## src/rtl/is_uart_rx_param_pkg.sv

```systemverilog
// Shared UART controller types: parity modes, receiver FSM states and the
// parity expectation helper used by the receiver core.
package is_pkg_uart_controller;

  typedef enum logic [2:0] {
    PAR_NONE,
    PAR_EVEN,
    PAR_ODD,
    PAR_MARK,
    PAR_SPACE
  } parity_mode_t;

  typedef enum logic [2:0] {
    IDLE,
    START,
    DATA,
    PARITY,
    STOP,
    WEND
  } rx_state_t;

  localparam int unsigned RX_DATA_MAX = 8;

  // Narrower frames are zero-extended by the caller, which leaves the XOR unchanged.
  function automatic logic rx_par_expect(input logic [RX_DATA_MAX-1:0] data,
                                         input parity_mode_t mode);
    logic exp_bit;
    exp_bit = 1'b0;
    case (mode)
      PAR_EVEN:  exp_bit = ^data;
      PAR_ODD:   exp_bit = ~^data;
      PAR_MARK:  exp_bit = 1'b1;
      PAR_SPACE: exp_bit = 1'b0;
      default:   exp_bit = 1'b0;
    endcase
    return exp_bit;
  endfunction

endpackage

```

## src/rtl/is_uart_rx_param.sv

```systemverilog
// Parametrised oversampling UART receiver with valid/ready output.
// Optional break detection is enabled by defining IS_UART_RX_BREAK_DET_EN.
module is_uart_rx_param
  import is_pkg_uart_controller::*;
#(
  parameter int unsigned  DATA_W      = 8,
  parameter parity_mode_t PARITY_MODE = PAR_NONE,
  parameter int unsigned  STOP_BITS   = 1,
  parameter int unsigned  OVS         = 16
) (
  input  logic              clk_i,
  input  logic              rst_i,
  input  logic              rx_ce_i,
  input  logic              rxd_rg_i,
  input  logic              rx_ready_i,
  output logic              rx_valid_o,
  output logic [DATA_W-1:0] rx_data_o,
  output logic              parity_err_o,
  output logic              frame_err_o,
  output logic              overrun_o,
  output logic              rxct_r_o,
  output logic              break_o
);

  localparam int unsigned   OW        = $clog2(OVS);
  localparam logic [OW-1:0] OS_MID    = OW'(OVS / 2 - 1);
  localparam logic [OW-1:0] OS_LAST   = OW'(OVS - 1);
  localparam logic [3:0]    DATA_LAST = 4'(DATA_W - 1);
  localparam logic [3:0]    STOP_LAST = 4'(STOP_BITS - 1);

  rx_state_t         state, state_n;
  logic [OW-1:0]     os_cnt, os_cnt_n;
  logic [3:0]        bit_cnt, bit_cnt_n;
  logic [DATA_W-1:0] shreg, shreg_n;
  logic              armed, armed_n;
  logic              par_err, par_err_n;
  logic              frm_err, frm_err_n;
  logic              load;
  logic              bit_tick;
`ifdef IS_UART_RX_BREAK_DET_EN
  logic              zero, zero_n;
  logic              brk;
`endif

  assign bit_tick = rx_ce_i && (os_cnt == OS_LAST);
  assign rxct_r_o = (state == IDLE);

  always_comb begin
    state_n   = state;
    os_cnt_n  = os_cnt;
    bit_cnt_n = bit_cnt;
    shreg_n   = shreg;
    armed_n   = armed;
    par_err_n = par_err;
    frm_err_n = frm_err;
    load      = 1'b0;
`ifdef IS_UART_RX_BREAK_DET_EN
    zero_n    = zero;
    brk       = 1'b0;
`endif
    // Every bit after the start mid-point is one full OVS period apart.
    if (rx_ce_i && (state == DATA || state == PARITY || state == STOP)) begin
      os_cnt_n = bit_tick ? '0 : os_cnt + OW'(1);
    end
    case (state)
      IDLE: begin
        if (rx_ce_i) begin
          if (rxd_rg_i) begin
            armed_n = 1'b1;
          end else if (armed) begin
            state_n   = START;
            os_cnt_n  = '0;
            bit_cnt_n = '0;
            par_err_n = 1'b0;
            frm_err_n = 1'b0;
`ifdef IS_UART_RX_BREAK_DET_EN
            zero_n    = 1'b1;
`endif
          end
        end
      end
      START: begin
        if (rx_ce_i) begin
          if (os_cnt == OS_MID) begin
            os_cnt_n = '0;
            state_n  = rxd_rg_i ? IDLE : DATA;
          end else begin
            os_cnt_n = os_cnt + OW'(1);
          end
        end
      end
      DATA: begin
        if (bit_tick) begin
          shreg_n = {rxd_rg_i, shreg[DATA_W-1:1]};
`ifdef IS_UART_RX_BREAK_DET_EN
          zero_n  = zero & ~rxd_rg_i;
`endif
          if (bit_cnt == DATA_LAST) begin
            bit_cnt_n = '0;
            state_n   = (PARITY_MODE != PAR_NONE) ? PARITY : STOP;
          end else begin
            bit_cnt_n = bit_cnt + 4'd1;
          end
        end
      end
      PARITY: begin
        if (bit_tick) begin
          par_err_n = rxd_rg_i != rx_par_expect(RX_DATA_MAX'(shreg), PARITY_MODE);
`ifdef IS_UART_RX_BREAK_DET_EN
          zero_n    = zero & ~rxd_rg_i;
`endif
          state_n   = STOP;
        end
      end
      STOP: begin
        if (bit_tick) begin
          frm_err_n = frm_err | ~rxd_rg_i;
          if (bit_cnt == STOP_LAST) begin
            bit_cnt_n = '0;
`ifdef IS_UART_RX_BREAK_DET_EN
            if (zero && !rxd_rg_i) brk = 1'b1;
            else                   load = 1'b1;
`else
            load = 1'b1;
`endif
            state_n = rxd_rg_i ? IDLE : WEND;
          end else begin
            bit_cnt_n = bit_cnt + 4'd1;
`ifdef IS_UART_RX_BREAK_DET_EN
            zero_n    = zero & ~rxd_rg_i;
`endif
          end
        end
      end
      WEND: begin
        if (rxd_rg_i) state_n = IDLE;
      end
      default: state_n = IDLE;
    endcase
  end

  always_ff @(posedge clk_i) begin
    if (rst_i) begin
      state        <= IDLE;
      os_cnt       <= '0;
      bit_cnt      <= '0;
      shreg        <= '0;
      armed        <= 1'b0;
      par_err      <= 1'b0;
      frm_err      <= 1'b0;
      rx_valid_o   <= 1'b0;
      rx_data_o    <= '0;
      parity_err_o <= 1'b0;
      frame_err_o  <= 1'b0;
      overrun_o    <= 1'b0;
    end else begin
      state   <= state_n;
      os_cnt  <= os_cnt_n;
      bit_cnt <= bit_cnt_n;
      shreg   <= shreg_n;
      armed   <= armed_n;
      par_err <= par_err_n;
      frm_err <= frm_err_n;
      if (load) begin
        rx_valid_o   <= 1'b1;
        rx_data_o    <= shreg;
        parity_err_o <= par_err;
        frame_err_o  <= frm_err_n;
        if (rx_valid_o && !rx_ready_i) overrun_o <= 1'b1;
        else if (rx_valid_o)           overrun_o <= 1'b0;
      end else if (rx_valid_o && rx_ready_i) begin
        rx_valid_o <= 1'b0;
        overrun_o  <= 1'b0;
      end
    end
  end

`ifdef IS_UART_RX_BREAK_DET_EN
  always_ff @(posedge clk_i) begin
    if (rst_i) begin
      zero    <= 1'b0;
      break_o <= 1'b0;
    end else begin
      zero    <= zero_n;
      break_o <= brk;
    end
  end
`else
  assign break_o = 1'b0;
`endif

endmodule

```

## config.mk

```make
export PLATFORM = sky130hd
export DESIGN_NAME = is_uart_rx_param
export DESIGN_NICKNAME = d
export VERILOG_FILES = /design/src/rtl/is_uart_rx_param_pkg.sv /design/src/rtl/is_uart_rx_param.sv
export SDC_FILE = /design/constraint.sdc
export NUM_CORES = 1
export LEC_CHECK = 0
export CAP_MARGIN = 20
export CORE_AREA = 2 2 84 46
export CTS_BUF_LIST = sky130_fd_sc_hd__clkbuf_4 sky130_fd_sc_hd__clkbuf_8
export CTS_CLUSTER_SIZE = 8
export DETAILED_ROUTE_END_ITERATION = 7
export DIE_AREA = 0 0 86 48
export PLACE_DENSITY = 0.87
export SYNTH_ARGS = -nofsm -noshare
export SYNTH_HDL_FRONTEND = slang
export SYNTH_SLANG_ARGS = --single-unit
```

## constraint.sdc

```tcl
create_clock -name clk_i -period 2.81 [get_ports clk_i]
set_input_delay 0.281 -clock clk_i [delete_from_list [all_inputs] [get_ports clk_i]]
set_output_delay 0.281 -clock clk_i [all_outputs]
set_load 0.05 [all_outputs]
```

Word-level counts from Yosys, hierarchy flattened
Index checks and enable logic that the tools add are counted.

storage, ports and cells
  register bits = 34
  input port bits = 5
  output and inout bits = 14

operators by class
  add/sub/neg operators = 2
  equality and inequality tests = 21
  mux-type cells = 50
  bitwise logic cells = 2
  reductions and logical operators = 18

operator list
  operator               number
  $mux W4                14
  $mux W3                12
  $mux W1                18
  $pmux W3 S6            1
  $ne A2 B2 Y1 const B   8
  $pmux W4 S3            1
  $reduce_and A11 Y1     1
  $add A4 B1 Y4 const B  2
  $eq A4 B3 Y1 const B   2
  $pmux W4 S2            1
  $eq A3 B2 Y1 const B   2
  $eq A3 B3 Y1 const B   2
  $ne A2 B1 Y1 const B   3
  $reduce_and A6 Y1      1
  $reduce_and A5 Y1      1
  $eq A4 B4 Y1 const B   1
  $logic_and A1 B1 Y1    4
  $logic_not A4 Y1       1
  $pmux W1 S2            2
  $reduce_and A2 Y1      2
  $reduce_bool A2 Y1     2
  $eq A3 B1 Y1 const B   1
  $logic_not A3 Y1       1
  $ne A3 B2 Y1 const B   1
  8 further kinds        9

Longest topological paths before layout
  depth in word-level cells = 9
  depth in mapped cells = 7
  mapped depth without buffers = 6

Least setup slack after synthesis
Ideal clock, no wire load.

  kind = reg2reg
  from = register state[0]
  to = register state[0]
  setup time = 123 ps
  data arrival time = 1875 ps
  slack = 812 ps
  cell stages (with the launch flop) = 6
  clock period less this slack = 1998 ps
  cell sequence = dfxtp_1 -> buf_2 -> nor3_2 -> a21oi_1 -> nand4b_2 -> mux2_1

on the way
  longest elaborated chain between the ends = 3
  elaborated cells on any way between the ends = 19
  classes of those cells = 16 x eq/ne; 1 x mux; 2 x reduce/logical

RTL lines
  what                                                           line                     RTL
  from (decl)                                                    is_uart_rx_param.sv:31   rx_state_t state, state_n;
  from (signal assigned)                                         is_uart_rx_param.sv:157  state <= state_n;
  $logic_not A3 Y1 *                                             --
  via rxct_r_o                                                   is_uart_rx_param.sv:21   output logic rxct_r_o,
  $ne A2 B1 Y1 (no source line) or $ne A2 B2 Y1 (tied branches)  --
  $reduce_and A11 Y1 (no source line)                            --

Mark *: on every way through the listed nets, which the timed path passes. The rest lies on a longest branch.
A chain may end at the register's enable or synchronous reset.

Worst setup path in the final report
  from = register state[1]
  to = output rxct_r_o

on the way
  longest elaborated chain between the ends = 1

RTL lines
  what              line                    RTL
  $logic_not A3 Y1  is_uart_rx_param.sv:46  assign rxct_r_o = (state == IDLE);
  to (decl)         is_uart_rx_param.sv:21

Every way passes these cells.

==> results.cfg <==
[synth]
synth-seq-area-share = 0.383
synth_seq_cells = 34
synth.distinct_cells = 53
syn-cell-area_mm2 = 0.00178
synth_top_area_share = 0.383
synth_fp_nets = 213
yosys_most_used_dff = dfxtp_1
synth_edf_count = 0
syn_avg_cell_area_um2 = 8.68
async_reset_ff_frac = 0
yosys-top-cells-area = dfxtp_1 38%, mux2i_1 6.2%, a21oi_1 5.1%
synth_warnings = 0
yosysTopAreaCell = dfxtp_1
synthCells = 205

[clocking]
clkSinkCount = 34
clk_latency_ps = 290
path_clk_slew_ps = 70
cts_hold_buf = 0
htreeDepth = 2
cts_root_buf = clkbuf_8
cts_resized = 0
cts_buffers = 5
clk_path_buf_depth = 2
cts_tree = yes
post-cts-setup-buffers = 0

[timing]
finClkSkew_ps = 5.82
relSlewSlack = 0.651
finalSetupViolations = 0
finalCriticalPeriod_ps = 2170
finalHoldViolCount = 0
rsz0062_at_grt = no
fmax_mhz = 460
tns_ps = 0
slew_viol_final = 0
finalCritPeriodShare = 0.774
tightest_slew_ps = 523

[place]
numPortBuffers = 17
hpwlAfterDp_mm = 2.80
place.gp.congestion = 0.917

[die]
dieArea_mm2 = 0.00413
die_width_um = 86
core_mm2 = 0.00332
die_y_um = 48
start_util = 0.536
io_pins = 19
rows = 15

[run_status]
status = finished, final reports clean

[global_route]
grt-ovfl-total = 0
antenna_found_initial = 0
grt_start_max_net_pins = 32
grt_util_all_layers = 0.226
grt_pass1_vias = 1373
grt_pass1_wl_mm = 6.85

[finish]
final-seq-area_um2 = 681
layout.nets = 228
post_route_cells_drive_above_1_share = 0.118
area_growth_pct = 16.3
n_fill_cell = 262
multi_input_area_um2 = 1000
final_util = 0.623
n_antenna_cell = 0

[drt]
drt-total-wl_mm = 4.06
avgRoutedWirePerCell_um = 15.5
first_iter_violations = 243
first_pass_iters = 5
via_per_inst = 5.85
num_vias = 1538
ant_nets = 0
drc = 0

[power_and_ir_drop]
power.density_mw_per_mm2 = 545
vdd_drop_max_uv = 385
sw_frac_of_total = 0.276
seqPwrFrac = 0.448
p_int_uw = 816
pwr-share-clk = 0.372
combPwrFrac = 0.180
p_leak_uw = 0.000774
power.switching_uw = 311

[critical_path]
required_ps = 2530
worstPathArrival_ps = 1890
critPathKind = flop to output port
crit_path_start_kind = flop
cp-end-kind = output port
crit_fanout = 6

[job]
cap_violations = 0

[min_path]
hp-class = flop to flop
==> worst paths after layout <==
kind | from | endpoint | slack [ps] | cells after the start
worst min register to register | shreg[0] | shreg[0] | 460 | 2
worst max register to register | os_cnt[0] | rx_data_o[6] | 850 | 5
worst max-delay path | state[1] | rxct_r_o | 640 | 2
worst min-delay path | shreg[0] | shreg[0] | 460 | 2
==> per-layer routing <==
metal,vias to the layer above,global-route usage,share of wire
met1,705,0.311,0.48
met2,62,0.327,0.41
met3,5,0.0810,0.095
met5,-,0,0
li1,766,-,-
met4,0,0.0889,0.013
==> stage by stage <==
step | setup WS [ps] | hold slack (ps) | instance area (um^2) | cells | power (uW)
after floorplan | 812 | 431 | 1780 | 205 | 672
after global placement | 656 | 441 | 1960 | 255 | 714
after detailed placement | 588 | 455 | 1960 | 255 | 714
after CTS | 623 | 464 | 2070 | 263 | 1130
after global routing | 561 | 497 | 2070 | 263 | 1170
final | 635 | 460 | 2070 | 263 | 1130
==> sequential cells by signal (all words and copies together), names as in the netlist <==
register      flops
overrun_o         1
par_err           1
parity_err_o      1
frm_err           1
os_cnt            4
bit_cnt           4
state             3
shreg             8
frame_err_o       1
armed             1
rx_data_o         8
rx_valid_o        1
==> final cells by class <==
class	count	share of cell area
clock buffer	8	0.0532
inverter	7	0.0127
multi-input combinational	151	0.483
sequential	34	0.329
tap	42	0.0254
timing repair buffer	21	0.0967
==> cells in the mapped netlist (2+ instances only) <==
cell type  count
inv_1          7
a2111oi_0      2
nand2b_1       2
clkbuf_1       4
nand2_1       22
nand3b_1       3
nor3b_2        2
mux2i_1       11
nor2b_1        3
nor3b_1        2
o21a_1         4
nor2_1        16
or4_1          2
o21ai_0        7
ha_1           3
dfxtp_1       34
nor3_2         2
a31oi_1        5
nand3_1       11
buf_4          5
a22o_1         2
o221a_1        2
a21oi_1       18
buf_2          4
o211ai_1       4
==> cells by family after synthesis <==
logic type / count (synthesis) / synth area share
buffers and inverters: 20 / 0.0556
other: 1 / 0.00211
DFF: 34 / 0.383
and+or+nand+nor: 80 / 0.259
muxes: 13 / 0.0745
adders and majority gates: 3 / 0.0211
AOI/OAI and AO/OA: 54 / 0.205
==> cell usage in the layout, fill, tap and decap left out, types with 3 or more instances in the layout <==
cell,synthesis,final
a21oi_1,18,18
a31oi_1,5,5
buf_4,5,4
clkbuf_8,0,8
clkdlybuf4s50_1,0,17
dfxtp_1,34,34
ha_1,3,3
inv_1,7,7
mux2i_1,11,11
nand2_1,22,22
nand3_1,11,11
nand3b_1,3,3
nor2_1,16,16
nor2b_1,3,3
o211ai_1,4,4
o21a_1,4,4
o21ai_0,7,7
==> power by group through the flow <==
stage | combinational, uW | sequential, uW | clock (uW)
floorplan | 160 | 512 | 0
global placement | 199 | 515 | 0
detailed placement | 199 | 515 | 0
CTS | 200 | 505 | 425
global route | 221 | 506 | 444
finish | 203 | 505 | 419
==> critical path, cell delays in order, from the launching register on <==
cell and delay (ps):
dfxtp_1 400, nor3_2 320, clkdlybuf4s50_1 890
(Power assumes the default switching activity.)
